==> config.mk <==
export PLATFORM = sky130hd
export DESIGN_NAME = crc_req_arbiter
export DESIGN_NICKNAME = d
export VERILOG_FILES = /design/src/rtl/crc_req_arbiter.sv
export SDC_FILE = /design/constraint.sdc
export NUM_CORES = 1
export LEC_CHECK = 0
export ABC_AREA = 1
export BUFFER_PORTS_ARGS = -buffer_cell sky130_fd_sc_hd__buf_2
export CAP_MARGIN = 0
export CORE_MARGIN = 4
export CORE_UTILIZATION = 50
export DETAILED_ROUTE_END_ITERATION = 6
export PLACE_DENSITY_LB_ADDON = 0.12
export SLEW_MARGIN = 15
export SYNTH_ARGS = -nofsm -noshare
export SYNTH_HDL_FRONTEND = slang
export SYNTH_SLANG_ARGS = --single-unit
==> constraint.sdc <==
create_clock -name i_clk -period 5.48 [get_ports i_clk]
set_clock_uncertainty 0.1 [all_clocks]
set_input_delay 0.548 -clock i_clk [delete_from_list [all_inputs] [get_ports i_clk]]
set_output_delay 0.548 -clock i_clk [all_outputs]
set_load 0.1 [all_outputs]
==> src/rtl/crc_req_arbiter.sv <==
// crc_req_arbiter
// Shares the single CRC request channel between NUM_REQ requesters.
// Round-robin arbitration, per-requester outstanding limits, a registered
// output slice and an in-order tag FIFO that routes completion pulses
// back to the requester that issued each request.
// Optional build macro: CRC_ARB_PRIO0_EN gives requester 0 strict priority
// (its grants do not advance the round-robin pointer).
module crc_req_arbiter #(
  parameter int NUM_REQ   = 4,
  parameter int REQ_W     = 64,
  parameter int TAG_DEPTH = 8,
  parameter int MAX_OUT   = 4
) (
  input  logic                       i_clk,
  input  logic                       i_reset,
  input  logic [NUM_REQ-1:0]         i_req_valid,
  input  logic [NUM_REQ*REQ_W-1:0]   i_req_data,
  output logic [NUM_REQ-1:0]         o_req_ready,
  output logic                       o_req_valid,
  output logic [REQ_W-1:0]           o_req_data,
  input  logic                       i_req_ready,
  input  logic                       i_done,
  output logic [NUM_REQ-1:0]         o_done,
  output logic [$clog2(NUM_REQ)-1:0] o_grant_idx,
  output logic                       o_idle,
  output logic                       o_err
);

  localparam int GW  = $clog2(NUM_REQ);
  localparam int GW1 = GW + 1;
  localparam int AW  = $clog2(TAG_DEPTH);
  localparam int LW  = AW + 1;
  localparam int CW  = $clog2(MAX_OUT) + 1;

  localparam logic [CW-1:0]  MAX_CNT   = CW'(MAX_OUT);
  localparam logic [GW1-1:0] NUM_REQ_W = GW1'(NUM_REQ);
  localparam logic [LW-1:0]  LVL_FULL  = LW'(TAG_DEPTH);
  localparam logic [GW-1:0]  LAST_IDX  = GW'(NUM_REQ - 1);

  typedef enum logic {
    ST_RUN   = 1'b0,
    ST_DRAIN = 1'b1
  } state_t;

  // State registers
  state_t              state_r;
  state_t              state_nxt_s;
  logic [GW-1:0]       rr_ptr_r;
  logic [CW-1:0]       cnt_r     [NUM_REQ];
  logic [CW-1:0]       cnt_nxt_s [NUM_REQ];
  logic [GW-1:0]       tag_mem_r [TAG_DEPTH];
  logic [AW-1:0]       wr_ptr_r;
  logic [AW-1:0]       rd_ptr_r;
  logic [LW-1:0]       lvl_r;

  // Combinational helpers
  logic                load_en_s;
  logic                fifo_empty_s;
  logic                fifo_full_s;
  logic                push_s;
  logic                pop_s;
  logic [GW-1:0]       head_tag_s;
  logic [NUM_REQ-1:0]  elig_s;
  logic [GW-1:0]       win_idx_s;
  logic                win_found_s;
  logic                grant_s;
  logic [GW1-1:0]      dist_s;
  logic [GW1-1:0]      best_dist_s;
  logic [GW-1:0]       rr_ptr_nxt_s;
  logic [NUM_REQ-1:0]  inc_s;
  logic [NUM_REQ-1:0]  dec_s;
  logic [NUM_REQ-1:0]  done_nxt_s;
  logic [LW-1:0]       lvl_nxt_s;
  logic                valid_nxt_s;
  logic                any_at_max_s;

  assign load_en_s    = ~o_req_valid | i_req_ready;
  assign fifo_empty_s = (lvl_r == {LW{1'b0}});
  assign fifo_full_s  = (lvl_r == LVL_FULL);
  assign head_tag_s   = tag_mem_r[rd_ptr_r];
  assign pop_s        = ~i_reset & i_done & ~fifo_empty_s;
  assign grant_s      = ~i_reset & load_en_s & win_found_s;
  assign push_s       = grant_s;

  // Eligibility: outstanding limit and tag space (a same-cycle pop frees a slot)
  always_comb begin
    elig_s = {NUM_REQ{1'b0}};
    for (int k = 0; k < NUM_REQ; k++) begin
      if (i_req_valid[k] && (cnt_r[k] < MAX_CNT) && (!fifo_full_s || pop_s)) begin
        elig_s[k] = 1'b1;
      end else begin
        elig_s[k] = 1'b0;
      end
    end
  end

  // Winner selection: closest eligible requester at or after the RR pointer
  always_comb begin
    win_idx_s   = {GW{1'b0}};
    win_found_s = 1'b0;
    best_dist_s = NUM_REQ_W;
    dist_s      = {GW1{1'b0}};
    for (int k = 0; k < NUM_REQ; k++) begin
      if (GW1'(k) >= {1'b0, rr_ptr_r}) begin
        dist_s = GW1'(k) - {1'b0, rr_ptr_r};
      end else begin
        dist_s = GW1'(k) + NUM_REQ_W - {1'b0, rr_ptr_r};
      end
      if (elig_s[k] && (dist_s < best_dist_s)) begin
        best_dist_s = dist_s;
        win_idx_s   = GW'(k);
        win_found_s = 1'b1;
      end else begin
        best_dist_s = best_dist_s;
      end
    end
`ifdef CRC_ARB_PRIO0_EN
    if (elig_s[0]) begin
      win_idx_s   = {GW{1'b0}};
      win_found_s = 1'b1;
    end else begin
      win_found_s = win_found_s;
    end
`endif
  end

  // Requester accept strobe, same cycle as the grant decision
  always_comb begin
    o_req_ready = {NUM_REQ{1'b0}};
    if (grant_s) begin
      o_req_ready[win_idx_s] = 1'b1;
    end else begin
      o_req_ready = {NUM_REQ{1'b0}};
    end
  end

  // Next RR pointer: one past the winner (requester 0 grants keep it under priority mode)
  always_comb begin
    rr_ptr_nxt_s = rr_ptr_r;
    if (grant_s) begin
`ifdef CRC_ARB_PRIO0_EN
      if (win_idx_s == {GW{1'b0}}) begin
        rr_ptr_nxt_s = rr_ptr_r;
      end else if (win_idx_s == LAST_IDX) begin
        rr_ptr_nxt_s = {GW{1'b0}};
      end else begin
        rr_ptr_nxt_s = win_idx_s + GW'(1);
      end
`else
      if (win_idx_s == LAST_IDX) begin
        rr_ptr_nxt_s = {GW{1'b0}};
      end else begin
        rr_ptr_nxt_s = win_idx_s + GW'(1);
      end
`endif
    end else begin
      rr_ptr_nxt_s = rr_ptr_r;
    end
  end

  // Outstanding counters: grant increments, completion decrements, both cancel
  always_comb begin
    inc_s      = {NUM_REQ{1'b0}};
    dec_s      = {NUM_REQ{1'b0}};
    done_nxt_s = {NUM_REQ{1'b0}};
    for (int k = 0; k < NUM_REQ; k++) begin
      inc_s[k]      = grant_s && (win_idx_s == GW'(k));
      dec_s[k]      = pop_s && (head_tag_s == GW'(k));
      done_nxt_s[k] = dec_s[k];
      case ({inc_s[k], dec_s[k]})
        2'b10:   cnt_nxt_s[k] = cnt_r[k] + CW'(1);
        2'b01:   cnt_nxt_s[k] = cnt_r[k] - CW'(1);
        default: cnt_nxt_s[k] = cnt_r[k];
      endcase
    end
  end

  // FIFO occupancy and slice valid for the next cycle (feeds registered o_idle)
  always_comb begin
    case ({push_s, pop_s})
      2'b10:   lvl_nxt_s = lvl_r + LW'(1);
      2'b01:   lvl_nxt_s = lvl_r - LW'(1);
      default: lvl_nxt_s = lvl_r;
    endcase
    if (load_en_s) begin
      valid_nxt_s = grant_s;
    end else begin
      valid_nxt_s = o_req_valid;
    end
  end

  // Detect any requester sitting at its outstanding limit
  always_comb begin
    any_at_max_s = 1'b0;
    for (int k = 0; k < NUM_REQ; k++) begin
      if (cnt_r[k] == MAX_CNT) begin
        any_at_max_s = 1'b1;
      end else begin
        any_at_max_s = any_at_max_s;
      end
    end
  end

  // Debug status FSM next state: DRAIN while any requester is at its limit
  always_comb begin
    state_nxt_s = state_r;
    case (state_r)
      ST_RUN: begin
        if (any_at_max_s) begin
          state_nxt_s = ST_DRAIN;
        end else begin
          state_nxt_s = ST_RUN;
        end
      end
      ST_DRAIN: begin
        if (!any_at_max_s) begin
          state_nxt_s = ST_RUN;
        end else begin
          state_nxt_s = ST_DRAIN;
        end
      end
      default: state_nxt_s = ST_RUN;
    endcase
  end

  // Status FSM register (does not affect grants)
  always_ff @(posedge i_clk) begin
    if (i_reset) begin
      state_r <= ST_RUN;
    end else begin
      state_r <= state_nxt_s;
    end
  end

  // Arbitration bookkeeping: RR pointer and outstanding counters
  always_ff @(posedge i_clk) begin
    if (i_reset) begin
      rr_ptr_r <= {GW{1'b0}};
      for (int k = 0; k < NUM_REQ; k++) begin
        cnt_r[k] <= {CW{1'b0}};
      end
    end else begin
      rr_ptr_r <= rr_ptr_nxt_s;
      for (int k = 0; k < NUM_REQ; k++) begin
        cnt_r[k] <= cnt_nxt_s[k];
      end
    end
  end

  // In-order tag FIFO: push the winner, pop on each completion
  always_ff @(posedge i_clk) begin
    if (i_reset) begin
      wr_ptr_r <= {AW{1'b0}};
      rd_ptr_r <= {AW{1'b0}};
      lvl_r    <= {LW{1'b0}};
      for (int i = 0; i < TAG_DEPTH; i++) begin
        tag_mem_r[i] <= {GW{1'b0}};
      end
    end else begin
      if (push_s) begin
        tag_mem_r[wr_ptr_r] <= win_idx_s;
        wr_ptr_r            <= wr_ptr_r + AW'(1);
      end else begin
        wr_ptr_r <= wr_ptr_r;
      end
      if (pop_s) begin
        rd_ptr_r <= rd_ptr_r + AW'(1);
      end else begin
        rd_ptr_r <= rd_ptr_r;
      end
      lvl_r <= lvl_nxt_s;
    end
  end

  // Output slice, completion pulses, idle flag and sticky error
  always_ff @(posedge i_clk) begin
    if (i_reset) begin
      o_req_valid <= 1'b0;
      o_req_data  <= {REQ_W{1'b0}};
      o_grant_idx <= {GW{1'b0}};
      o_done      <= {NUM_REQ{1'b0}};
      o_idle      <= 1'b1;
      o_err       <= 1'b0;
    end else begin
      o_req_valid <= valid_nxt_s;
      if (grant_s) begin
        o_req_data  <= i_req_data[win_idx_s*REQ_W +: REQ_W];
        o_grant_idx <= win_idx_s;
      end else begin
        o_req_data  <= o_req_data;
        o_grant_idx <= o_grant_idx;
      end
      o_done <= done_nxt_s;
      o_idle <= (lvl_nxt_s == {LW{1'b0}}) & ~valid_nxt_s;
      if (i_done && fifo_empty_s) begin
        o_err <= 1'b1;
      end else begin
        o_err <= o_err;
      end
    end
  end

endmodule

# --- Word-level counts from Yosys, hierarchy flattened ---
# Memories as Yosys holds them, arrays and structs flattened. A register that Yosys moved wholly into a read port is not among the register bits.
# Cells that the tools add are included.
word_totals:
  reg_bits: 85
  ramBits: 28
  in_bits: 264
  out_inout_bits: 77
  mem_count: 2
mem_list:
  columns: ["name", "depth", "word_bits", "read_ports", "rd_clocked_by_memory_dff", "wr", "line", "source"]
  rows:
  - ["tag_mem_r", 8, 2, 1, 1, 8, "51", "logic [GW-1:0] tag_mem_r [TAG_DEPTH];"]
  - ["cnt_r", 4, 3, 4, 0, 4, "49", "logic [CW-1:0] cnt_r [NUM_REQ];"]
classes:
  n_addsub: 20
  n_lt_le_gt_ge: 13
  eq_ne: 17
  shifts: 1
  n_mux: 42
  bitwise: 14
  n_reduce_logical: 29
op_table:
  columns: ["operator", "count"]
  rows:
  - ["variable part select 256 x 9 -> 64 bit", 1]
  - ["two-way mux 3 bit", 13]
  - ["case mux 3 bit (2 select lines)", 4]
  - ["logical AND 1 bit", 22]
  - ["adder 3 x 1 -> 3 bit (second input constant)", 6]
  - ["equality test 2 bit (second input constant)", 9]
  - ["two-way mux 1 bit", 18]
  - ["< comparator 3 bit (second input constant)", 5]
  - ["equality test 2 x 1 -> 1 bit (second input constant)", 7]
  - ["subtractor 3 x 1 -> 3 bit (second input constant)", 4]
  - ["< comparator 3 bit", 3]
  - ["subtractor 3 x 2 -> 3 bit (first input constant)", 3]
  - ["zero test 4 bit", 2]
  - ["two-way mux 2 bit", 4]
  - ["case mux 4 bit (2 select lines)", 1]
  - ["subtractor 1 x 2 -> 3 bit (first input constant)", 2]
  - ["subtractor 2 x 2 -> 3 bit (first input constant)", 2]
  - ["bitwise AND 1 bit", 5]
  - ["OR 1 bit", 5]
  - ["adder 4 x 1 -> 4 bit (second input constant)", 1]
  - ["equality test 4 bit (second input constant)", 1]
  - [">= comparator 1 x 2 -> 1 bit (first input constant)", 2]
  - ["zero test 2 bit", 2]
  - ["two-way mux 4 bit", 1]
  - ["other kinds (10)", 13]

# --- Depth between registers and ports, before layout ---
logic_depth:
  word_depth: 23
  ltp_mapped: 39
  mapped_depth_nobuf: 37

# --- Worst setup path after synthesis ---
# OpenSTA, ideal clock, no wires.
synth_timing:
  kind: "input -> register"
  startpoint: "input i_reset"
  endpoint: "memory cnt_r[0][2] in the netlist's numbering"
  arrival_ps: 4457
  t_required_ps: 5258
  slack_ps: 801
  path_stages: 35
  path_buffers: 1
  cell_sequence: "inv_2 nand2_2 nand3_2 nand2_1 inv_1 ha_1 nor2_1 nand3_1 inv_2 nand2_2 nand2_2 nor2_1 a21oi_1 ha_1 nand2_1 inv_1 nand2_1 nand2_2 nand2_1 o21ai_0 ha_1 nand3_2 nand3_4 nand2_2 buf_2 clkinv_1 ha_1 nand2_1 ha_1 inv_1 fa_1 a21oi_1 o21ai_0 o21ai_0 a21oi_1"
synth_rtl:
  columns: ["element", "line", "source"]
  rows:
  - ["from (decl)", "15", "input logic i_reset,"]
  - ["to (decl)", "49", null]

# --- Worst setup path in the final report ---
layout_timing:
  startpoint: "register lvl_r[0]"
  endpoint: "output o_req_ready[2]"
layout_via:
  elab_chain_cells: 22
  word_cells_on_any_way: 38
layout_lines:
  columns: ["element", "line", "source"]
  rows:
  - ["from (decl)", "54", "logic [LW-1:0] lvl_r;"]
  - ["from (signal assigned)", "255", "lvl_r <= {LW{1'b0}};"]
  - ["from (signal assigned)", "271", "lvl_r <= lvl_nxt_s;"]
  - ["zero test 4 bit", "78", "assign fifo_empty_s = (lvl_r == {LW{1'b0}});"]
  - ["inverter 1 bit", "81", "assign pop_s = ~i_reset & i_done & ~fifo_empty_s;"]
  - ["bitwise AND 1 bit", "81", null]
  - ["logical OR 1 bit (*)", "89", "if (i_req_valid[k] && (cnt_r[k] < MAX_CNT) && (!fifo_full_s || pop_s)) begin"]
  - ["logical AND 1 bit", "89", null]
  - ["two-way mux 1 bit", "89", null]
  - ["logical AND 1 bit", "109", "if (elig_s[k] && (dist_s < best_dist_s)) begin"]
  - ["two-way mux 3 bit", "109", null]
  - ["[6 not listed]", null, null]
  - ["< comparator 3 bit", "109", null]
  - ["logical AND 1 bit", "109", null]
  - ["two-way mux 2 bit", "109", null]
  - ["< comparator 2 x 3 -> 1 bit (implied by the code) or >= comparator 2 x 1 -> 1 bit (tied branches)", "131", "o_req_ready[win_idx_s] = 1'b1;"]
  - ["logical AND 1 bit (implied by the code)", "131", null]
  - ["two-way mux 1 bit (implied by the code)", "131", null]
  - ["demux 1 bit (select 2 bit)", "131", null]
  - ["two-way mux 4 bit (*)", "130", "if (grant_s) begin"]
  - ["to (decl)", "18", "output logic [NUM_REQ-1:0] o_req_ready,"]
# Every way passes the cells marked *; elsewhere a longest branch is shown, timed or not.

==> metrics.log <==
[metrics] highest fanout seen on the critical path: 10
[metrics] number of antenna-violating nets in the routed design: 0
[metrics] fillers: approximately 1.5k
[metrics] Clock transition at path regs: around 0.06 ns
[metrics] Chip Height: approximately 140 um
[metrics] clock tree from TritonCTS: yes
[metrics] layout overhead on the synthesized area: 27.8%
[metrics] Top cell by count, worst path: sky130_fd_sc_hd__nand2_1
[metrics] total net switching power: between 4000 and 5000 uW
[metrics] Net Count, Synth: approximately 1.7k
[metrics] area of the core: 16100 um2
[metrics] post-synthesis area per instance: roughly 6 um2
[metrics] Final Max Slew Viols: 0
[metrics] share of Yosys cell area claimed by the top area cell type: between 20 and 25%
[metrics] Routed wire per std cell: about 15 um
[metrics] maximum clock frequency: approximately 0.20 GHz
[metrics] setup TNS after final layout: 0 ns
[metrics] arrival time at the worst endpoint: 4.29 ns
[metrics] clk root buf: sky130_fd_sc_hd__clkbuf_16
[metrics] worst-case clock buffer depth: 2
[metrics] combinational family with the most area after synthesis: simple AND/OR/NAND/NOR gates
[metrics] synthesized area: roughly 8300 um2
[metrics] Final Setup Violations: 0
[metrics] worst rel slew slack: between 20% and 30%
[metrics] CTS buffer count: 17
[metrics] kind of launch point of the worst setup path: flip-flop
[metrics] top post-synthesis cells by area: sky130_fd_sc_hd__dfxtp_1 24%, sky130_fd_sc_hd__nand2_1 15%, sky130_fd_sc_hd__nand3_1 12%
[metrics] final critical-path required period: around 5 ns
[metrics] IO Count: approximately 340
[metrics] number of enable-type register cells in the synthesized netlist: 16
[metrics] All-Layer GR Usage: between 30% and 40%
[metrics] switching fraction of total power: between 50% and 60%
[metrics] crit-path leading delay family: simple AND/OR/NAND/NOR gates
[metrics] compound-cell area share of the yosys netlist: a little under 4%
[metrics] number of global-route vias before repair: between 8k and 9k
[metrics] drt first-iter violations: 682
[metrics] global-route wire length before repair: around 45000 um
[metrics] final antenna diode count: 0
[metrics] Power Density: 679 nW/um2
[metrics] die boundary width: 137 um
[metrics] result of the run: finished clean
[metrics] share of the synthesized netlist area taken by xor and xnor gates: less than 1%
[metrics] count of different cell masters after synthesis: 36
[metrics] largest net degree at the start of global routing: 95
[metrics] floorplan row count: 46
[metrics] classification of the worst setup path: reg -> out
[metrics] HPWL after detailed placement: approximately 20000 um
[metrics] clock network latency to the later pin of the worst-skew pair: ~0.42 ns
[metrics] sequential share of power: about 18%
[metrics] most common library cells after synthesis: 324 x sky130_fd_sc_hd__nand2_1, 243 x sky130_fd_sc_hd__inv_1, 204 x sky130_fd_sc_hd__nand3_1
[metrics] Async SR Flop Fraction: 0%
[metrics] Setup crit end kind: output pin
[metrics] sequential share of the synthesized area: about 30%
[metrics] portion of total power attributed to the clock network: between 10% and 20%
[metrics] effective utilization at floorplan: around half
[metrics] worst-case setup slack after placement: between 0.2 and 0.25 ns
[metrics] count of input and output buffers: 340
[metrics] Overflow after GRT: 0
[metrics] clock net sink count: 116
[metrics] number of buffers inserted by post-CTS setup repair: 0
[metrics] transition time of the tightest slew-check pin: between 1 and 1.5 ns
[metrics] synthesis-stage register bit count: between 100 and 150
[metrics] path type of the worst min-delay path: in -> reg
[metrics] Comb power frac: approximately 67%
[metrics] Synth Area in Adders: approximately 4.0%
[metrics] number of nets in the finished design: slightly below 2k
[metrics] Critical-path top delay cell: sky130_fd_sc_hd__dfxtp_1
[metrics] biggest area consumer among synthesized cells: sky130_fd_sc_hd__dfxtp_1
[metrics] share of the cycle needed by the critical path after routing: between 90% and 100%
[metrics] Cell Int Power: 2920 uW
[metrics] biggest cell delay along the critical path: between 0.3 and 0.4 ns
[metrics] share of layout cells above drive strength 1: 24.8%
[metrics] post-synthesis share of cell area spent on and, or, nand and nor gates: 44.7%
[metrics] TritonRoute pass-1 iters: 5
[metrics] via density per instance: between 5 and 6
[metrics] crit path buf inv count: 6
[metrics] total vias in the final route: between 9k and 10k
[metrics] initial antenna violation count: 4
[metrics] synthesized netlist cell count: between 1k and 1.5k
[metrics] unrepaired setup endpoints after global routing: false
[metrics] required arrival time at the worst endpoint: 4.83 ns
[metrics] Post-synth top flop: sky130_fd_sc_hd__dfxtp_1
[metrics] number of max-cap violations: 0
[metrics] deepest level of the CTS H-tree: 4
[metrics] Layout Utilization: between 60% and 70%
[metrics] worst setup margin: between 0.5 and 0.6 ns
[metrics] detailed-route DRC error count: 0
[metrics] final hold violation count: 0
[metrics] Routability Congestion: 0.888
[metrics] leakage power summed over all cells: 0.00614 uW
[metrics] multiplexer area fraction after synthesis: less than 1%
[metrics] Warnings, synthesis: 0
[metrics] area enclosed by the die boundary: approximately 19000 um2
[metrics] Max VDD drop: ~0.00057 V
[metrics] routed wire length: between 20000 and 30000 um
[metrics] most used standard cell by instance count after synthesis: sky130_fd_sc_hd__nand2_1
-- flip-flops by register name, indices dropped and copies added (netlist names), named ones only --
| signal | count |
|---|---|
| o_idle | 1 |
| rd_ptr_r | 3 |
| o_req_valid | 1 |
| o_grant_idx | 2 |
| tag_mem_r | 16 |
| lvl_r | 4 |
| o_done | 4 |
| wr_ptr_r | 3 |
| cnt_r | 12 |
| rr_ptr_r | 2 |
| o_err | 1 |
| o_req_data | 64 |
-- repair_timing --
item | CTS | global route
resized for setup | 0 | 1
endpoints found under the setup margin | 0 | 2
endpoints found under the hold margin | 0 | 0
hold buffers | 0 | 0
-- power by group through the flow --
stage                     registers (uW)  clock network, uW  logic [uW]
final                               1290               1130        4790
after global routing                1310               1180        5190
after CTS                           1280               1140        4770
after detailed placement            1300                  0        4760
after global placement              1290                  0        4710
after floorplan                     2700                  0        2430
-- layout make-up --
type	instances	area (um2)	area share, %
clock buffers	18	450	4.25
clock inverters	14	153	1.44
well taps	216	270	2.55
multi-input cells	918	4430	41.7
inverters	251	947	8.93
repair buffers	355	1870	17.7
flip-flops and latches	116	2480	23.4
-- routing by layer --
| metal | vias up | track usage (%) | part of all wire [%] |
|---|---|---|---|
| met3 | 79 | 6.58 | 8.3 |
| met4 | 8 | 12.3 | 3.7 |
| met2 | 417 | 49.3 | 48 |
| met1 | 4254 | 38.3 | 40 |
| li1 | 4839 | - | - |
| met5 | - | 0 | 0.12 |
-- cells in the final DEF (no fill, tap or decap), types with 2 or more instances in the layout --
cell / Yosys / final
sky130_fd_sc_hd__inv_1: 243 / 241
sky130_fd_sc_hd__bufinv_16: 0 / 2
sky130_fd_sc_hd__o22ai_1: 4 / 4
sky130_fd_sc_hd__o21ai_1: 2 / 2
sky130_fd_sc_hd__nand3_2: 2 / 2
sky130_fd_sc_hd__clkbuf_16: 0 / 18
sky130_fd_sc_hd__a21oi_1: 25 / 25
sky130_fd_sc_hd__inv_2: 6 / 7
sky130_fd_sc_hd__nand2_2: 8 / 7
sky130_fd_sc_hd__nor2_2: 2 / 2
sky130_fd_sc_hd__clkinv_4: 0 / 8
sky130_fd_sc_hd__inv_4: 0 / 2
sky130_fd_sc_hd__nor2_4: 1 / 2
sky130_fd_sc_hd__nand3b_1: 28 / 28
sky130_fd_sc_hd__buf_12: 0 / 4
sky130_fd_sc_hd__buf_2: 33 / 336
sky130_fd_sc_hd__nand2_4: 1 / 2
sky130_fd_sc_hd__nand4_1: 64 / 64
sky130_fd_sc_hd__edfxtp_1: 16 / 16
sky130_fd_sc_hd__ha_1: 20 / 20
sky130_fd_sc_hd__xor2_1: 3 / 3
sky130_fd_sc_hd__o21ai_0: 27 / 27
sky130_fd_sc_hd__fa_1: 4 / 4
sky130_fd_sc_hd__nand3_1: 204 / 204
sky130_fd_sc_hd__nand2_1: 324 / 324
sky130_fd_sc_hd__dfxtp_1: 100 / 100
sky130_fd_sc_hd__clkinv_2: 0 / 3
sky130_fd_sc_hd__buf_4: 14 / 15
sky130_fd_sc_hd__nor2_1: 189 / 188
sky130_fd_sc_hd__xnor2_1: 2 / 2
-- metrics by stage --
step                      area (um2)  power, uW  std cells  hold slack (ns)
after floorplan                 8300       5120       1375            0.333
after global placement         10000       6000       1856            0.349
after detailed placement       10000       6050       1856            0.351
after CTS                      10600       7200       1888            0.303
after global routing           10600       7680       1888            0.368
final                          10600       7200       1888            0.321
-- logic make-up (layout without fill, tap and decap cells) --
| kind of cell | count (synthesis) | count (layout) |
|---|---|---|
| AO/OA/AOI/OAI | 61 | 61 |
| XOR/XNOR | 5 | 5 |
| adder cells (fa/ha/maj) | 24 | 24 |
| buffers and inverters | 341 | 638 |
| flip-flops | 116 | 116 |
| multiplexers | 1 | 1 |
| AND/OR/NAND/NOR | 827 | 827 |
-- worst paths after layout --
kind,cells past startpoint,slack (ns),from,to
setup / recovery,28,0.55,lvl_r[0]$_SDFF_PP0_,o_req_ready[2]
setup reg to reg,33,0.57,lvl_r[0]$_SDFF_PP0_,cnt_r[0][2]$_SDFFE_PP0P_
hold / removal,4,0.32,i_req_ready,o_req_valid$_SDFF_PP0_
hold reg to reg,2,0.36,o_grant_idx[1]$_SDFFE_PP0P_,o_grant_idx[1]$_SDFFE_PP0P_
-- worst min-delay path, cell delays in order --
cell,delay (ns)
sky130_fd_sc_hd__buf_2,0.09
sky130_fd_sc_hd__o21ai_1,0.07
sky130_fd_sc_hd__nand2_1,0.06
sky130_fd_sc_hd__inv_1,0.03
No activity file was read; power rests on OpenSTA's default activity.
